[src/rtl/multicycle_control_pkg.sv]
// Shared constants for the multicycle control path: opcodes, funct codes,
// ALU operation encoding and the controller state encoding.
package multicycle_control_pkg;

    localparam logic [6:0] OP_RTYPE  = 7'b0110011;
    localparam logic [6:0] OP_ITYPE  = 7'b0010011;
    localparam logic [6:0] OP_LOAD   = 7'b0000011;
    localparam logic [6:0] OP_STORE  = 7'b0100011;
    localparam logic [6:0] OP_BRANCH = 7'b1100011;

    localparam logic [2:0] F3_ADD = 3'b000;
    localparam logic [2:0] F3_OR  = 3'b110;
    localparam logic [2:0] F3_SLL = 3'b001;
    localparam logic [2:0] F3_AND = 3'b111;
    localparam logic [2:0] F3_LSW = 3'b010;
    localparam logic [2:0] F3_BNE = 3'b001;
    localparam logic [6:0] F7_BASE = 7'b0000000;

    localparam logic [2:0] ALU_ADD = 3'b000;
    localparam logic [2:0] ALU_OR  = 3'b001;
    localparam logic [2:0] ALU_AND = 3'b010;
    localparam logic [2:0] ALU_SLL = 3'b011;
    localparam logic [2:0] ALU_SUB = 3'b100;

    typedef enum logic [3:0] {
        ST_RST      = 4'd0,
        ST_FETCH    = 4'd1,
        ST_DECODE   = 4'd2,
        ST_EXEC_R   = 4'd3,
        ST_EXEC_I   = 4'd4,
        ST_ALU_WB   = 4'd5,
        ST_MEM_ADDR = 4'd6,
        ST_MEM_RD   = 4'd7,
        ST_MEM_WB   = 4'd8,
        ST_MEM_WR   = 4'd9,
        ST_BRANCH   = 4'd10,
        ST_TRAP     = 4'd11
    } state_t;

endpackage

[src/rtl/multicycle_control_alu_op_decoder.sv]
// Maps controller state and instruction fields to the ALU operation, and flags
// whether the instruction in IR is one the controller can execute.
module alu_op_decoder
    import multicycle_control_pkg::*;
(
    input  logic [3:0] state,
    input  logic [6:0] opcode,
    input  logic [2:0] funct3,
    input  logic [6:0] funct7,
    output logic [2:0] alu_control,
    output logic       legal
);

    logic [2:0] r_op_s;
    logic       r_legal_s;

    // R-type funct decode, shared by the legality check and EXEC_R
    always_comb begin
        r_op_s    = ALU_ADD;
        r_legal_s = 1'b0;
        if (funct7 == F7_BASE) begin
            case (funct3)
                F3_ADD:  begin r_op_s = ALU_ADD; r_legal_s = 1'b1; end
                F3_OR:   begin r_op_s = ALU_OR;  r_legal_s = 1'b1; end
                F3_SLL:  begin r_op_s = ALU_SLL; r_legal_s = 1'b1; end
                default: begin r_op_s = ALU_ADD; r_legal_s = 1'b0; end
            endcase
        end else begin
            r_op_s    = ALU_ADD;
            r_legal_s = 1'b0;
        end
    end

    // Instruction legality, independent of state
    always_comb begin
        legal = 1'b0;
        case (opcode)
            OP_RTYPE:           legal = r_legal_s;
            OP_ITYPE:           legal = (funct3 == F3_AND);
            OP_LOAD, OP_STORE:  legal = (funct3 == F3_LSW);
            OP_BRANCH:          legal = (funct3 == F3_BNE);
            default:            legal = 1'b0;
        endcase
    end

    // ALU operation per state; states that do not use the ALU leave it at ADD
    always_comb begin
        alu_control = ALU_ADD;
        case (state)
            ST_EXEC_R: alu_control = r_op_s;
            ST_EXEC_I: alu_control = ALU_AND;
            ST_BRANCH: alu_control = ALU_SUB;
            default:   alu_control = ALU_ADD;
        endcase
    end

endmodule

[src/rtl/multicycle_control.sv]
// Multi-cycle control FSM sequencing PC, IR, register file, ALU and the unified
// memory port; tracks retired instructions and sticky illegal/bus-error faults.
module multicycle_control
    import multicycle_control_pkg::*;
#(
    parameter int COUNT_W     = 32,
    parameter int MEM_TIMEOUT = 16
) (
    input  logic               clk,
    input  logic               rst_n,
    input  logic [6:0]         opcode,
    input  logic [2:0]         funct3,
    input  logic [6:0]         funct7,
    input  logic               alu_zero,
    input  logic               mem_ready,
    output logic               mem_req,
    output logic               mem_we,
    output logic               iord,
    output logic               ir_write,
    output logic               pc_en,
    output logic               pc_src,
    output logic               reg_write,
    output logic               mem_to_reg,
    output logic               alu_src_a,
    output logic [1:0]         alu_src_b,
    output logic [2:0]         alu_control,
    output logic               illegal,
    output logic               bus_err,
    output logic [COUNT_W-1:0] retired
);

    localparam int WAIT_W = $clog2(MEM_TIMEOUT + 2);
    localparam logic [WAIT_W-1:0] WAIT_LIMIT = WAIT_W'(MEM_TIMEOUT);

    state_t               state_r;
    state_t               state_next_s;
    logic [WAIT_W-1:0]    wait_cnt_r;
    logic [COUNT_W-1:0]   retired_r;
    logic                 illegal_r;
    logic                 bus_err_r;
    logic                 timeout_s;
    logic                 retire_s;
    logic                 illegal_trap_s;
    logic                 timeout_trap_s;
    logic                 legal_s;

    alu_op_decoder u_alu_op_decoder (
        .state       (state_r),
        .opcode      (opcode),
        .funct3      (funct3),
        .funct7      (funct7),
        .alu_control (alu_control),
        .legal       (legal_s)
    );

    // The counter saturates at the limit; a zero limit disables the timeout
    assign timeout_s = (MEM_TIMEOUT != 0) && (wait_cnt_r == WAIT_LIMIT);
    assign retired   = retired_r;
    assign illegal   = illegal_r;
    assign bus_err   = bus_err_r;

    // Next-state and control strobes; mem_ready always beats a coincident timeout
    always_comb begin
        state_next_s   = state_r;
        mem_req        = 1'b0;
        mem_we         = 1'b0;
        iord           = 1'b0;
        ir_write       = 1'b0;
        pc_en          = 1'b0;
        pc_src         = 1'b0;
        reg_write      = 1'b0;
        mem_to_reg     = 1'b0;
        alu_src_a      = 1'b0;
        alu_src_b      = 2'b00;
        retire_s       = 1'b0;
        illegal_trap_s = 1'b0;
        timeout_trap_s = 1'b0;
        case (state_r)
            ST_RST: state_next_s = ST_FETCH;
            ST_FETCH: begin
                mem_req   = 1'b1;
                alu_src_b = 2'b01;
                if (mem_ready) begin
                    ir_write     = 1'b1;
                    pc_en        = 1'b1;
                    state_next_s = ST_DECODE;
                end else if (timeout_s) begin
                    timeout_trap_s = 1'b1;
                    state_next_s   = ST_TRAP;
                end else begin
                    state_next_s = ST_FETCH;
                end
            end
            ST_DECODE: begin
                alu_src_b = 2'b10;
                if (!legal_s) begin
                    illegal_trap_s = 1'b1;
                    state_next_s   = ST_TRAP;
                end else begin
                    case (opcode)
                        OP_RTYPE:          state_next_s = ST_EXEC_R;
                        OP_ITYPE:          state_next_s = ST_EXEC_I;
                        OP_LOAD, OP_STORE: state_next_s = ST_MEM_ADDR;
                        OP_BRANCH:         state_next_s = ST_BRANCH;
                        default: begin
                            illegal_trap_s = 1'b1;
                            state_next_s   = ST_TRAP;
                        end
                    endcase
                end
            end
            ST_EXEC_R: begin
                alu_src_a    = 1'b1;
                state_next_s = ST_ALU_WB;
            end
            ST_EXEC_I: begin
                alu_src_a    = 1'b1;
                alu_src_b    = 2'b10;
                state_next_s = ST_ALU_WB;
            end
            ST_ALU_WB: begin
                reg_write    = 1'b1;
                retire_s     = 1'b1;
                state_next_s = ST_FETCH;
            end
            ST_MEM_ADDR: begin
                alu_src_a = 1'b1;
                alu_src_b = 2'b10;
                if (opcode == OP_STORE) begin
                    state_next_s = ST_MEM_WR;
                end else begin
                    state_next_s = ST_MEM_RD;
                end
            end
            ST_MEM_RD: begin
                mem_req = 1'b1;
                iord    = 1'b1;
                if (mem_ready) begin
                    state_next_s = ST_MEM_WB;
                end else if (timeout_s) begin
                    timeout_trap_s = 1'b1;
                    state_next_s   = ST_TRAP;
                end else begin
                    state_next_s = ST_MEM_RD;
                end
            end
            ST_MEM_WB: begin
                reg_write    = 1'b1;
                mem_to_reg   = 1'b1;
                retire_s     = 1'b1;
                state_next_s = ST_FETCH;
            end
            ST_MEM_WR: begin
                mem_req = 1'b1;
                mem_we  = 1'b1;
                iord    = 1'b1;
                if (mem_ready) begin
                    retire_s     = 1'b1;
                    state_next_s = ST_FETCH;
                end else if (timeout_s) begin
                    timeout_trap_s = 1'b1;
                    state_next_s   = ST_TRAP;
                end else begin
                    state_next_s = ST_MEM_WR;
                end
            end
            ST_BRANCH: begin
                alu_src_a    = 1'b1;
                pc_src       = 1'b1;
                pc_en        = ~alu_zero;
                retire_s     = 1'b1;
                state_next_s = ST_FETCH;
            end
            ST_TRAP: state_next_s = ST_TRAP;
            default: state_next_s = ST_TRAP;
        endcase
    end

    // State register, memory wait counter, retire counter and sticky faults
    always_ff @(posedge clk or negedge rst_n) begin
        if (!rst_n) begin
            state_r    <= ST_RST;
            wait_cnt_r <= {WAIT_W{1'b0}};
            retired_r  <= {COUNT_W{1'b0}};
            illegal_r  <= 1'b0;
            bus_err_r  <= 1'b0;
        end else begin
            state_r <= state_next_s;
            if (state_next_s != state_r) begin
                wait_cnt_r <= {WAIT_W{1'b0}};
            end else if (!mem_ready && (wait_cnt_r != WAIT_LIMIT)) begin
                wait_cnt_r <= wait_cnt_r + WAIT_W'(1);
            end else begin
                wait_cnt_r <= wait_cnt_r;
            end
            if (retire_s) begin
                retired_r <= retired_r + COUNT_W'(1);
            end
            if (illegal_trap_s) begin
                illegal_r <= 1'b1;
            end
            if (timeout_trap_s) begin
                bus_err_r <= 1'b1;
            end
        end
    end

endmodule

[config.mk]
export PLATFORM = sky130hd
export DESIGN_NAME = multicycle_control
export DESIGN_NICKNAME = d
export VERILOG_FILES = /design/src/rtl/multicycle_control_pkg.sv /design/src/rtl/multicycle_control_alu_op_decoder.sv /design/src/rtl/multicycle_control.sv
export SDC_FILE = /design/constraint.sdc
export NUM_CORES = 1
export LEC_CHECK = 0
export ABC_AREA = 1
export BUFFER_PORTS_ARGS = -buffer_cell sky130_fd_sc_hd__buf_2
export CAP_MARGIN = 10
export CORE_MARGIN = 1
export CORE_UTILIZATION = 23
export CTS_CLUSTER_DIAMETER = 150
export DETAILED_ROUTE_END_ITERATION = 6
export GPL_TIMING_DRIVEN = 0
export PLACE_DENSITY_LB_ADDON = 0.1
export SYNTH_ARGS = -nofsm -noshare
export SYNTH_HDL_FRONTEND = slang
export SYNTH_SLANG_ARGS = --single-unit
[constraint.sdc]
create_clock -name clk -period 3.3 [get_ports clk]
set_input_delay 0.33 -clock clk [delete_from_list [all_inputs] [get_ports clk]]
set_output_delay 0.33 -clock clk [all_outputs]
set_load 0.05 [all_outputs]
### Word level (Yosys, flattened, before mapping)

Index checks and enable logic that the tools add are counted.
W data, S select, Z words.

| operators by class | value |
|---|---|
| $add $sub $neg | 2 |
| equality and inequality tests | 22 |
| muxes and demuxes | 36 |
| bitwise logic cells | 1 |
| reduce and logical (&&, ||, !) cells | 17 |

Operators by type and width:

| cell | count |
|---|---|
| $add A32 B1 Y32 const B | 1 |
| $mux W4 | 7 |
| $pmux W4 S7 | 1 |
| $mux W1 | 17 |
| $eq A4 B3 Y1 const B | 4 |
| $pmux W4 S4 | 1 |
| $eq A7 B6 Y1 const B | 2 |
| $eq A4 B4 Y1 const B | 3 |
| $reduce_or A3 Y1 | 4 |
| $mux W5 | 2 |
| $pmux W3 S3 | 1 |
| $eq A4 B2 Y1 const B | 2 |
| $pmux W2 S2 | 2 |
| $reduce_or A2 Y1 | 4 |
| $reduce_or A4 Y1 | 2 |
| $eq A7 B2 Y1 const B | 1 |
| $eq A7 B5 Y1 const B | 1 |
| $eq A7 B7 Y1 const B | 1 |
| $logic_not A7 Y1 | 1 |
| $eq A3 B3 Y1 const B | 2 |
| $add A5 B1 Y5 const B | 1 |
| $eq A5 B5 Y1 const B | 1 |
| $ne A5 B5 Y1 const B | 1 |
| $reduce_or A5 Y1 | 1 |
| other kinds (13) | 15 |

| word-level totals | value |
|---|---|
| register bits | 43 |
| output and inout bits | 48 |
| word-level logic and storage cells | 83 |

### Depth between registers and ports, before layout

Gate-level depths: netlist of the first run.

| logic depth | value |
|---|---|
| word-level depth | 9 |
| gate-level depth with buffers | 13 |
| gate-level depth less buffers | 13 |

### By module

Synthesis of the first run repeated with hierarchy kept, for this count alone.

| second synthesis, totals | value |
|---|---|
| cells, all modules | 408 |
| area, all modules | 2966.6 um^2 |

By module, submodules not included:

| module | instances | cells each | area each (um^2) | seq. area each (um^2) |
|---|---|---|---|---|
| multicycle_control | 1 | 362 | 2772.7 | 1076.0 |
| alu_op_decoder | 1 | 46 | 193.9 | 0.0 |

### Worst setup path before layout of the first run

Ideal clock, no wire load.

| timing path | value |
|---|---|
| kind | flip-flop to output port |
| start | register state_r[3] |
| end | output port alu_control[0] |
| arrival | 3209 ps |
| data required time | 2970 ps |
| path slack | -239 ps |
| cell stages (with the launch flop) | 6 |
| buffers on the path | 0 |
| cells stage by stage | dfrtp_1 -> inv_1 -> nand2_2 -> nor2_1 -> nand2_1 -> a2111oi_0 |

| between the ends | value |
|---|---|
| word-level cells in the longest chain between the ends | 2 |

RTL lines:

| what | RTL line | source |
|---|---|---|
| from (decl) | multicycle_control.sv:35 | `state_t state_r;` |
| from (signal assigned) | multicycle_control.sv:188 | `state_r <= state_next_s;` |
| $eq A4 B4 Y1, or another cell as far along | multicycle_control_alu_op_decoder.sv:49 | `case (state)` |
| $pmux W3 S3 (*) | multicycle_control_alu_op_decoder.sv:49 |  |
| to (decl) | multicycle_control.sv:26 | `output logic [2:0] alu_control,` |

Mark *: on every way between the ends. The rest lies on a longest branch, timed or not.

### Worst setup path in the final report of the first run

| timing path | value |
|---|---|
| start | register state_r[1] |
| end | output port alu_control[0] |

Same word-level chain as after synthesis.

==> results by group, run 1 <==
Run status
  – Status: complete, no violations

STA
  – Endpoints failing setup: 0
  – Fmax: 0.470 GHz
  – Final Cycle Share: 0.645
  – Max-slew headroom: 0.326
  – Min Tclk post-route: 2.13 ns
  – Setup Total Neg Slack: 0 ns
  – Max Slew Vio Count: 0
  – Least-Margin Pin Slew: 1.01 ns
  – Final hold vios: 0
  – Clock Skews: 0.0105 ns
  – RSZ-0062 raised after global routing: no

Logic synthesis
  – Synth Area in Compound Gates: 0.0326
  – Cells after synthesis: 381
  – Synth unique cells: 32
  – Post-synthesis adder-cell area fraction: 0.0132
  – Synth warn: 0
  – Yosys reg bits: 43
  – Largest family of logic cells by synthesized area: simple AND/OR/NAND/NOR gates
  – Post-synthesis sequential area ratio: 0.379
  – Mux contribution to synthesized area: 0.0238
  – Synth Area in Simple Gates: 0.374
  – Post-Syn Area: 2840 um2
  – Syn Area/Cell: 7.45 um2
  – Post-synth net total: 405
  – Synth Area in XOR/XNOR: 0.108

Global route
  – Global-route wire length before repair: 12800 um
  – Total gr overflow: 0
  – GRT Total Usage: 0.125
  – Largest net degree at the start of global routing: 44
  – Vias in the first global route: 2610
  – Initial antenna violation count: 0

Power
  – Lkg Pwr: 0.00189 uW
  – Tot Pwr: 1300 uW
  – Seq pwr share: 0.452
  – Switching Share: 0.232
  – Comb pwr share: 0.103
  – Power share of the clock group: 0.445
  – Internal power: 997 uW
  – VDD IR-drop max: 0.224 mV
  – Sw Pwr: 301 uW
  – PwrDens: 367 nW/um2

Clock network
  – CTS root buf: clkbuf_16
  – Worst skew pair latency: 0.28 ns
  – Setup bufs post-CTS: 0
  – CTS max path bufs: 2
  – CTS Buf Count: 5
  – Clock Pin Slew Worst Setup and Hold Paths: 0.06 ns
  – CTS tree: done
  – # clock sinks: 43
  – Hold buffers post-CTS: 0
  – Post-CTS resize count: 0
  – H-tree Lvls: 2

Worst setup path
  – Crit. End Element: output pin
  – Max FO, Critical Path: 10
  – Crit path DAT: 1.80 ns
  – CP required: 2.97 ns
  – Critical path type: flip-flop to output pin
  – Critical Path Start Type: flip-flop

Floorplanning
  – Initial core utilization: 0.236
  – Core area: 12000 um2
  – Die area: 12800 um2
  – Die height: 113 um
  – Die Width: 113 um
  – Row count: 40
  – Ports: 69

Cells and area
  – Most common cell after layout, fill and taps aside: nand2_1
  – Fillers: 1342
  – Total inserted antenna cells: 0
  – Area delta synth->final: 24.6%
  – Layout cells sized above 1: 0.247
  – Most frequent cells in the layout: nand2_1, buf_2, nor2_1
  – Nets@finish: 480

Routing
  – ANT nets after route: 0
  – DRT Wirelength: 7600 um
  – Avg Vias per Cell: 4.34
  – Starting DRT DRC Count: 75
  – DR vias: 2624
  – Mean routed wirelength per cell: 12.6 um
  – Drt pass-1 iters: 4
  – # DRC: 0

Flow run
  – Max_cap viols: 0

Min path
  – Worst Hold Class: input pin to async pin

Placement
  – GPL Wtd Cong: 0.803
  – # port buffers: 68
  – DPL Wire Length: 6060 um
==> stage by stage <==
step | hold WS [ns] | cell area (um2) | utilization | instances | worst slack (ns)
final | 0.230 | 3540 | 0.294 | 604 | 1.17
after global routing | 0.334 | 3540 | 0.294 | 604 | 0.996
after CTS | 0.283 | 3540 | 0.294 | 604 | 1.14
after detailed placement | 0.443 | 3360 | 0.280 | 596 | 1.32
after global placement | 0.440 | 3360 | 0.280 | 596 | 1.27
after floorplan | 0.0344 | 2840 | - | 381 | 0.433
==> critical path, cell delays in order (launching register included) <==
cell and delay, ns:
dfrtp_1 0.33, buf_2 0.22, nand2_1 0.11, nor2_1 0.19, nand2_1 0.10, a2111oi_1 0.24
buf_2 0.33
==> power groups by stage <==
| stage | Clock [uW] | Combinational (uW) | Sequential, uW |
|---|---|---|---|
| floorplan | 0 | 95.0 | 592 |
| global placement | 0 | 135 | 598 |
| detailed placement | 0 | 138 | 597 |
| CTS | 600 | 139 | 588 |
| global route | 621 | 154 | 592 |
| finish | 577 | 134 | 587 |
==> metal layers <==
metal	vias to the layer above	wire, um	global-route usage
met5	-	0	0
met4	0	51	0.0246
met3	4	244	0.0230
met2	46	3650	0.223
met1	1205	3660	0.158
li1	1369	-	-
==> worst paths after layout <==
kind	slack, ns	depth (start not counted)	from	to
worst max-delay path	1.17	6	state_r[1]$_DFF_PN0_	alu_control[0]
worst min-delay path	0.23	1	rst_n	retired[5]$_DFFE_PN0P_
worst max register to register	1.36	7	retired[0]$_DFFE_PN0P_	retired[24]$_DFFE_PN0P_
worst min register to register	0.45	1	bus_err$_DFFE_PN0P_	bus_err$_DFFE_PN0P_
max in group asynchronous	2.45	1	rst_n	wait_cnt_r[0]$_DFFE_PN0P_
min in group clk	0.41	3	mem_ready	bus_err$_DFFE_PN0P_
==> synth_stat cells <==
library cell  number  area (um2)
nand2_1           87         327
nor2_1            57         214
dfrtp_1           43        1080
inv_1             43         161
nand3_1           33         165
xor2_1            27         236
nor3_1            13        65.1
nand4_1           10        62.6
o21ai_0            9        45.0
nand2_2            8        50.1
mux2_2             6        67.6
nor2_2             6        37.5
xnor2_1            6        52.6
nor4_1             5        31.3
inv_2              4        15.0
ha_1               3        37.5
nor2_4             3        33.8
a21oi_1            2        10.0
buf_2              2        10.0
o22ai_1            2        12.5
a2111oi_0          1        8.76
a21o_1             1        7.51
a21oi_2            1        8.76
buf_4              1        7.51
clkbuf_1           1        3.75
nand2_4            1        11.3
nand3_4            1        17.5
nand3b_1           1        7.51
nand4_2            1        12.5
nor3_2             1        10.0
nor3_4             1        16.3
xnor2_2            1        16.3
==> final cells by class <==
cell class	count	area [um2]	share of cell area
timing repair buffer	68	340	0.0962
tap	147	184	0.0520
sequential	43	1080	0.304
buffer	4	21.3	0.00601
clock buffer	6	139	0.0393
multi-input combinational	287	1570	0.443
inverter	47	176	0.0499
clock inverter	2	35.0	0.00990
==> state kept, by name, indices dropped and copies added (netlist names) <==
| name | cells |
|---|---|
| bus_err | 1 |
| illegal | 1 |
| retired | 32 |
| state_r | 4 |
| wait_cnt_r | 5 |
==> kinds of logic (layout without fill, tap and decap cells) <==
| group | count (synthesis) | in the layout |
|---|---|---|
| simple gates | 228 | 228 |
| buf+inv | 51 | 127 |
| flops | 43 | 43 |
| xor+xnor | 34 | 34 |
| compound gates | 16 | 16 |
| mux | 6 | 6 |
| fa+ha+maj | 3 | 3 |
No activity file was read; power rests on OpenSTA's default activity.
==> run 2, diff against run 1 <==
==> constraint.sdc (replaced) <==
create_clock -name clk -period 1.86 [get_ports clk]
set_input_delay 0.186 -clock clk [delete_from_list [all_inputs] [get_ports clk]]
set_output_delay 0.186 -clock clk [all_outputs]
set_load 0.05 [all_outputs]
==> results by group, run 2 (synthesis gave the netlist of run 1 again) <==
Clock network
  – CTS root buf: clkbuf_16 (unchanged)
  – CTS max path bufs: 2 (unchanged)
  – CTS Buf Count: 5 (unchanged)
  – Clock Pin Slew Worst Setup and Hold Paths: 0.06 ns (about the same)
  – Worst skew pair latency: 0.28 ns (about the same)
  – H-tree Lvls: 2 (unchanged)
  – CTS tree: done (unchanged)
  – Hold buffers post-CTS: 0 (unchanged)
  – # clock sinks: 43 (unchanged)

Worst setup path
  – Cell family with most CP delay: simple AND/OR/NAND/NOR gates (was buffers and inverters)
  – Crit path cell chain: clkinv_4, nor2_4, nand2_2, nand3_4, nand2_4, nor2_4, nand4_1, nor2_2, nand2_1, xor2_1 (was buf_2, nand2_1, nor2_1, nand2_1, a2111oi_1, buf_2)
  – Cell mode on critical path: nor2_4
  – Slowest CP cell: dfrtp_2 (was dfrtp_1)
  – Critical Path Start Type: flip-flop (unchanged)
  – Critical path type: flip-flop to flip-flop (was flip-flop to output pin)
  – CP bufs+invs: 1 (was 2)
  – Crit path DAT: 1.97 ns (was 1.80 ns)
  – Worst path max stage delay: 0.49 ns (was 0.33 ns)
  – Max FO, Critical Path: 7 (was 10)
  – CP required: 2.03 ns (was 2.97 ns)
  – Crit. End Element: flip-flop (was output pin)

Global route
  – Initial antenna violation count: 0 (unchanged)
  – Total gr overflow: 0 (unchanged)
  – Global-route wire length before repair: 13100 um (was 12800 um)
  – GRT Total Usage: 0.128 (was 0.125)
  – Largest net degree at the start of global routing: 44 (unchanged)
  – Vias in the first global route: 2690 (was 2610)

STA
  – Final Cycle Share: 0.968
  – Final hold vios: 0 (unchanged)
  – Fmax: 0.556 GHz
  – Setup Total Neg Slack: 0 ns (unchanged)
  – RSZ-0062 raised after global routing: yes (was no)
  – Clock Skews: 0.00870 ns (was 0.0105 ns)
  – Max Slew Vio Count: 0 (unchanged)
  – Min Tclk post-route: 1.80 ns
  – Least-Margin Pin Slew: 1.03 ns (was 1.01 ns)
  – Endpoints failing setup: 0 (unchanged)
  – Max-slew headroom: 0.313 (was 0.326)

Cells and area
  – Post-route cell area: 3870 um2 (was 3540 um2)
  – Total inserted antenna cells: 0 (unchanged)
  – Layout cells sized above 1: 0.342 (was 0.247)
  – Max reg flops: 32 (unchanged)
  – Nets@finish: 491 (was 480)
  – Area delta synth->final: 36.5% (was 24.6%)
  – Final cell utilization of the core: 0.323 (was 0.294)
  – Most frequent cells in the layout: nand2_1, buf_2, nor2_1 (unchanged)
  – Most common cell after layout, fill and taps aside: nand2_1 (unchanged)

Flow run
  – Max_cap viols: 0 (unchanged)

Power
  – VDD IR-drop max: 0.404 mV (was 0.224 mV)
  – PwrDens: 635 nW/um2 (was 367 nW/um2)
  – Lkg Pwr: 0.00197 uW (was 0.00189 uW)

Placement
  – Placed cell areas: 3380 um2 (was 3360 um2)
  – GPL Wtd Cong: 0.805 (was 0.803)
  – # port buffers: 68 (unchanged)
  – DPL Wire Length: 6220 um (was 6060 um)

Routing
  – # DRC: 0 (unchanged)
  – Drt pass-1 iters: 4 (unchanged)
  – DRT Wirelength: 7990 um (was 7600 um)
  – DR vias: 2700 (was 2624)
  – Avg Vias per Cell: 4.39 (was 4.34)
  – Mean routed wirelength per cell: 13.0 um (was 12.6 um)
  – Starting DRT DRC Count: 81 (was 75)
  – ANT nets after route: 0 (unchanged)

Floorplanning
  – Die height: 113 um (unchanged)
  – Ports: 69 (unchanged)
  – Core area: 12000 um2 (unchanged)
  – Die area: 12800 um2 (unchanged)
  – Die Width: 113 um (unchanged)
  – Row count: 40 (unchanged)
  – Initial core utilization: 0.236 (unchanged)

Min path
  – Worst Hold Class: input pin to async pin (unchanged)

Run status
  – Status: complete, no violations (unchanged)
[run 2: what timing repair did]
action / in CTS / in global routing
gates cloned: 0 / 0
resized for setup: 13 / 46
endpoints found under the setup margin: 9 / 24
buffers inserted: 4 / 7
pin swaps: 4 / 10
[run 2: stage by stage]
stage	hold slack [ns]	total power [uW]	cells	setup WS [ns]
floorplan	-0.110	1220	381	-0.173
global placement	0.439	1300	596	-0.139
detailed placement	0.444	1310	596	-0.133
CTS	0.138	2460	608	0.00222
global route	0.192	2590	615	-0.0390
finish	0.0881	2460	615	0.0601
[run 2: where the power goes]
part           switching [uW]  internal, uW  total, uW
Sequential               50.1           992       1040
Combinational             151           135        287
Clock                     359           770       1130
[run 2: worst paths after layout]
check,startpoint,endpoint,slack (ns),cells past startpoint
hold / removal,rst_n,state_r[3]$_DFF_PN0_,0.09,1
setup / recovery,state_r[0]$_DFF_PN0_,retired[25]$_DFFE_PN0P_,0.06,10
setup reg to reg,state_r[0]$_DFF_PN0_,retired[25]$_DFFE_PN0P_,0.06,10
hold reg to reg,bus_err$_DFFE_PN0P_,bus_err$_DFFE_PN0P_,0.45,1
max in group asynchronous,rst_n,state_r[0]$_DFF_PN0_,1.07,1
min in group clk,mem_ready,bus_err$_DFFE_PN0P_,0.27,3
[run 2: worst register-to-register path, cell delays in order (launching register included)]
cell and delay, ns:
dfrtp_2 0.49, clkinv_4 0.13, nor2_4 0.11, nand2_2 0.08, nand3_4 0.12, nand2_4 0.09
nor2_4 0.07, nand4_1 0.19, nor2_2 0.20, nand2_1 0.08, xor2_1 0.14
[run 2: area by class of cell]
type	instances	area (um2)
Fill cell	1317	8140
Multi-Input combinational cell	287	1770
Sequential cell	43	1080
Timing Repair Buffer	79	438
Inverter	47	184
Tap cell	147	184
Clock buffer	6	129
Clock inverter	2	60.1
Buffer	4	26.3
[run 2: routing by layer]
metal  track usage  vias up  share of wire
met5             0        -              0
met1         0.164     1253           0.47
met3        0.0187        4          0.031
met4        0.0298        0         0.0065
met2         0.228       48           0.49
li1              -     1395              -
==> run 3, diff against run 2 <==
--- a/config.mk
+++ b/config.mk
@@ -5,11 +5,10 @@
 export SDC_FILE = /design/constraint.sdc
 export NUM_CORES = 1
 export LEC_CHECK = 0
-export ABC_AREA = 1
 export BUFFER_PORTS_ARGS = -buffer_cell sky130_fd_sc_hd__buf_2
 export CAP_MARGIN = 10
 export CORE_MARGIN = 1
-export CORE_UTILIZATION = 23
+export CORE_UTILIZATION = 47
 export CTS_CLUSTER_DIAMETER = 150
 export DETAILED_ROUTE_END_ITERATION = 6
 export GPL_TIMING_DRIVEN = 0
==> results by group, run 3 <==
Global route
  – Largest net degree at the start of global routing: 44 (unchanged)
  – Global-route wire length before repair: 9520 um (was 13100 um)
  – Total gr overflow: 0 (unchanged)
  – GRT Total Usage: 0.222 (was 0.128)
  – Initial antenna violation count: 0 (unchanged)
  – Vias in the first global route: 2075 (was 2690)

Logic synthesis
  – Syn Area/Cell: 9.50 um2 (was 7.45 um2)
  – Synth Area in Simple Gates: 0.282 (was 0.374)
  – Synth Area in XOR/XNOR: 0.122 (was 0.108)
  – Synth warn: 0 (unchanged)
  – Top-count cell post-synth: dfrtp_1 (was nand2_1)
  – Mux contribution to synthesized area: 0.0164 (was 0.0238)
  – List of most frequent post-synthesis cells: dfrtp_1, xnor2_1, nand2_1 (was nand2_1, nor2_1, dfrtp_1, inv_1, nand3_1)
  – Post-synthesis adder-cell area fraction: 0.0149 (was 0.0132)
  – Post-synth ARST share: 1.00 (unchanged)
  – Synth Area in Compound Gates: 0.0964 (was 0.0326)
  – Cells after synthesis: 265 (was 381)
  – Post-synthesis sequential area ratio: 0.427 (was 0.379)
  – Yosys top cell by area: dfrtp_1 (unchanged)
  – Synth unique cells: 52 (was 32)
  – Post-Syn Area: 2520 um2 (was 2840 um2)
  – Post-synth net total: 289 (was 405)
  – Top cell type's share of synthesized area: 0.427 (was 0.379)
  – Largest family of logic cells by synthesized area: simple AND/OR/NAND/NOR gates (unchanged)
  – Most used DFF post-synth: dfrtp_1 (unchanged)
  – Synth top area cells: dfrtp_1, xnor2_1, nand2_1 (was dfrtp_1, nand2_1, xor2_1)
  – Yosys reg bits: 43 (unchanged)
  – Number of synthesized flops with an enable pin: 0 (unchanged)

STA
  – Final setup margin: -0.264 ns (was 0.0601 ns)
  – Max Slew Vio Count: 0 (unchanged)
  – Setup Total Neg Slack: -1.52 ns (was 0 ns)
  – Max-slew headroom: 0.371 (was 0.313)
  – Clock Skews: 0.00345 ns (was 0.00870 ns)
  – Final Cycle Share: 1.14 (was 0.968)
  – Fmax: 0.471 GHz (was 0.556 GHz)
  – RSZ-0062 raised after global routing: yes (unchanged)
  – Min Tclk post-route: 2.12 ns (was 1.80 ns)
  – Endpoints failing setup: 18 (was 0)
  – Final hold vios: 0 (unchanged)
  – Least-Margin Pin Slew: 0.943 ns (was 1.03 ns)

Flow run
  – Max_cap viols: 0 (unchanged)

Power
  – Comb pwr share: 0.618 (was 0.117)
  – Lkg Pwr: 0.00178 uW (was 0.00197 uW)
  – Sw Pwr: 2100 uW (was 560 uW)
  – PwrDens: 1210 nW/um2 (was 635 nW/um2)
  – VDD IR-drop max: 0.736 mV (was 0.404 mV)
  – Power share of the clock group: 0.128 (was 0.459)
  – Switching Share: 0.457 (was 0.228)
  – Tot Pwr: 4580 uW (was 2460 uW)
  – Seq pwr share: 0.254 (was 0.424)
  – Internal power: 2490 uW (was 1900 uW)

Cells and area
  – Total inserted antenna cells: 0 (unchanged)
  – Layout cells sized above 1: 0.512 (was 0.342)
  – Nets@finish: 402 (was 491)
  – Most frequent cells in the layout: buf_2, buf_4, dfrtp_1 (was nand2_1, buf_2, nor2_1)
  – Most common cell after layout, fill and taps aside: buf_2 (was nand2_1)
  – Post-route cell area: 3790 um2 (was 3870 um2)
  – Area delta synth->final: 50.7% (was 36.5%)
  – Max reg flops: 32 (unchanged)

Clock network
  – Worst skew pair latency: 0.29 ns (was 0.28 ns)
  – Clock Pin Slew Worst Setup and Hold Paths: 0.08 ns (was 0.06 ns)
  – H-tree Lvls: 2 (unchanged)
  – CTS max path bufs: 2 (unchanged)
  – # clock sinks: 43 (unchanged)
  – CTS Buf Count: 5 (unchanged)
  – CTS root buf: clkbuf_8 (was clkbuf_16)
  – Hold buffers post-CTS: 0 (unchanged)
  – CTS tree: done (unchanged)

Placement
  – # port buffers: 68 (unchanged)
  – DPL Wire Length: 4310 um (was 6220 um)
  – Setup Slack @ Placement: -0.357 ns (was -0.133 ns)
  – GPL Wtd Cong: 0.919 (was 0.805)
  – Placed cell areas: 3050 um2 (was 3380 um2)

Worst setup path
  – Crit path cell chain: inv_1, ha_1, and4bb_2, o21bai_1, a211o_1, o211a_4, mux2i_4, nor4b_2 (was clkinv_4, nor2_4, nand2_2, nand3_4, nand2_4, nor2_4, nand4_1, nor2_2, nand2_1, xor2_1)
  – Critical Path Start Type: flip-flop (unchanged)
  – Critical path depth: 8 (was 10)
  – Worst path max stage delay: 0.40 ns (was 0.49 ns)
  – Reg2reg path depth: 8 (was 10)
  – Crit. End Element: flip-flop (unchanged)
  – Cell family with most CP delay: simple AND/OR/NAND/NOR gates (unchanged)
  – Setup crit end: wait_cnt_r[2]$_DFFE_PN0P_ (was retired[25]$_DFFE_PN0P_)
  – Crit path DAT: 2.32 ns (was 1.97 ns)
  – Max FO, Critical Path: 5 (was 7)
  – Slowest CP cell: dfrtp_1 (was dfrtp_2)
  – Crit path launch: wait_cnt_r[0]$_DFFE_PN0P_ (was state_r[0]$_DFF_PN0_)
  – Critical path type: flip-flop to flip-flop (unchanged)
  – CP required: 2.06 ns (was 2.03 ns)
  – R2R setup slack: -0.26 ns (was 0.06 ns)
  – CP bufs+invs: 1 (unchanged)
  – Reg-to-reg critical path startpoint: wait_cnt_r[0]$_DFFE_PN0P_ (was state_r[0]$_DFF_PN0_)
  – RR Endpoint: wait_cnt_r[2]$_DFFE_PN0P_ (was retired[25]$_DFFE_PN0P_)

Floorplanning
  – Die Width: 75.2 um (was 113 um)
  – Die height: 75.2 um (was 113 um)
  – Row count: 26 (was 40)
  – Core area: 5140 um2 (was 12000 um2)
  – Initial core utilization: 0.490 (was 0.236)
  – Die area: 5660 um2 (was 12800 um2)
  – Ports: 69 (unchanged)

Run status
  – Failing checks: negative setup slack
  – Status: finished, violations left (was complete, no violations)

Routing
  – # DRC: 0 (unchanged)
  – Drt pass-1 iters: 4 (unchanged)
  – Starting DRT DRC Count: 159 (was 81)
  – DR vias: 2456 (was 2700)
  – Mean routed wirelength per cell: 15.0 um (was 13.0 um)
  – Avg Vias per Cell: 5.47 (was 4.39)
  – ANT nets after route: 0 (unchanged)
  – DRT Wirelength: 6760 um (was 7990 um)

Min path
  – Worst Hold Class: input pin to async pin (unchanged)
## run 3: cell count changes after synthesis, sizes merged, moves of 6 or more
cell | previous run | this run
a21oi | 3 | 9
inv | 47 | 13
nand2 | 96 | 26
nand2b | 0 | 6
nand3 | 34 | 13
nor2 | 66 | 15
xnor2 | 7 | 28
xor2 | 27 | 7
## run 3: worst min path at each step
stage | start | endpoint | slack [ns] | cells after the start
floorplan | rst_n | bus_err$_DFFE_PN0P_ | -0.11 | 0
global placement | rst_n | bus_err$_DFFE_PN0P_ | 0.38 | 1
detailed placement | rst_n | bus_err$_DFFE_PN0P_ | 0.38 | 1
CTS | rst_n | bus_err$_DFFE_PN0P_ | 0.06 | 1
global route | rst_n | wait_cnt_r[4]$_DFFE_PN0P_ | 0.09 | 1
finish | rst_n | bus_err$_DFFE_PN0P_ | 0.03 | 1
## run 3: metrics by stage
step,instances,hold slack [ns],utilization
final,449,0.0296,0.738
after CTS,416,0.0609,0.650
after global routing,449,0.0879,0.738
after floorplan,265,-0.110,-
after global placement,403,0.379,0.593
after detailed placement,403,0.379,0.593
## run 3: layout make-up
class	count	area (um2)
fill	405	1350
tap	70	87.6
sequential	43	1090
multi-input combinational	197	1630
buffer	12	141
timing repair buffer	106	703
inverter	13	52.6
clock inverter	3	20.0
clock buffer	5	68.8
## run 3: cell families (layout without fill, tap and decap cells)
group,Yosys count,in the layout
fa+ha+maj,3,3
mux,4,4
xor+xnor,35,35
simple gates,123,123
flops,43,43
buf+inv,25,139
compound gates,32,32
## run 3: worst reg2reg max path, stage by stage, from the launching register on
cell	delay (ns)
dfrtp_1	0.40
inv_1	0.07
ha_1	0.13
and4bb_2	0.32
o21bai_1	0.10
a211o_1	0.34
o211a_4	0.16
mux2i_4	0.22
nor4b_2	0.28
## run 3: power by group through the flow
stage / Combinational (uW) / Clock [uW] / Sequential [uW]
CTS: 2260 / 598 / 1160
global route: 3000 / 635 / 1180
detailed placement: 1900 / 0 / 1180
floorplan: 1250 / 0 / 1430
finish: 2830 / 587 / 1160
global placement: 1880 / 0 / 1180
## run 3: metal layers
layer | vias up | global-route usage | part of all wire
met2 | 84 | 0.378 | 0.50
met4 | 0 | 0.0720 | 0.023
met5 | - | 0 | 0
met1 | 1197 | 0.287 | 0.43
li1 | 1161 | - | -
met3 | 14 | 0.0415 | 0.046
## run 3: timing repair
action	CTS	global route
endpoints found under the setup margin	37	31
gates cloned	0	1
setup buffers	5	32
resized for setup	43	51
pin swaps	7	19
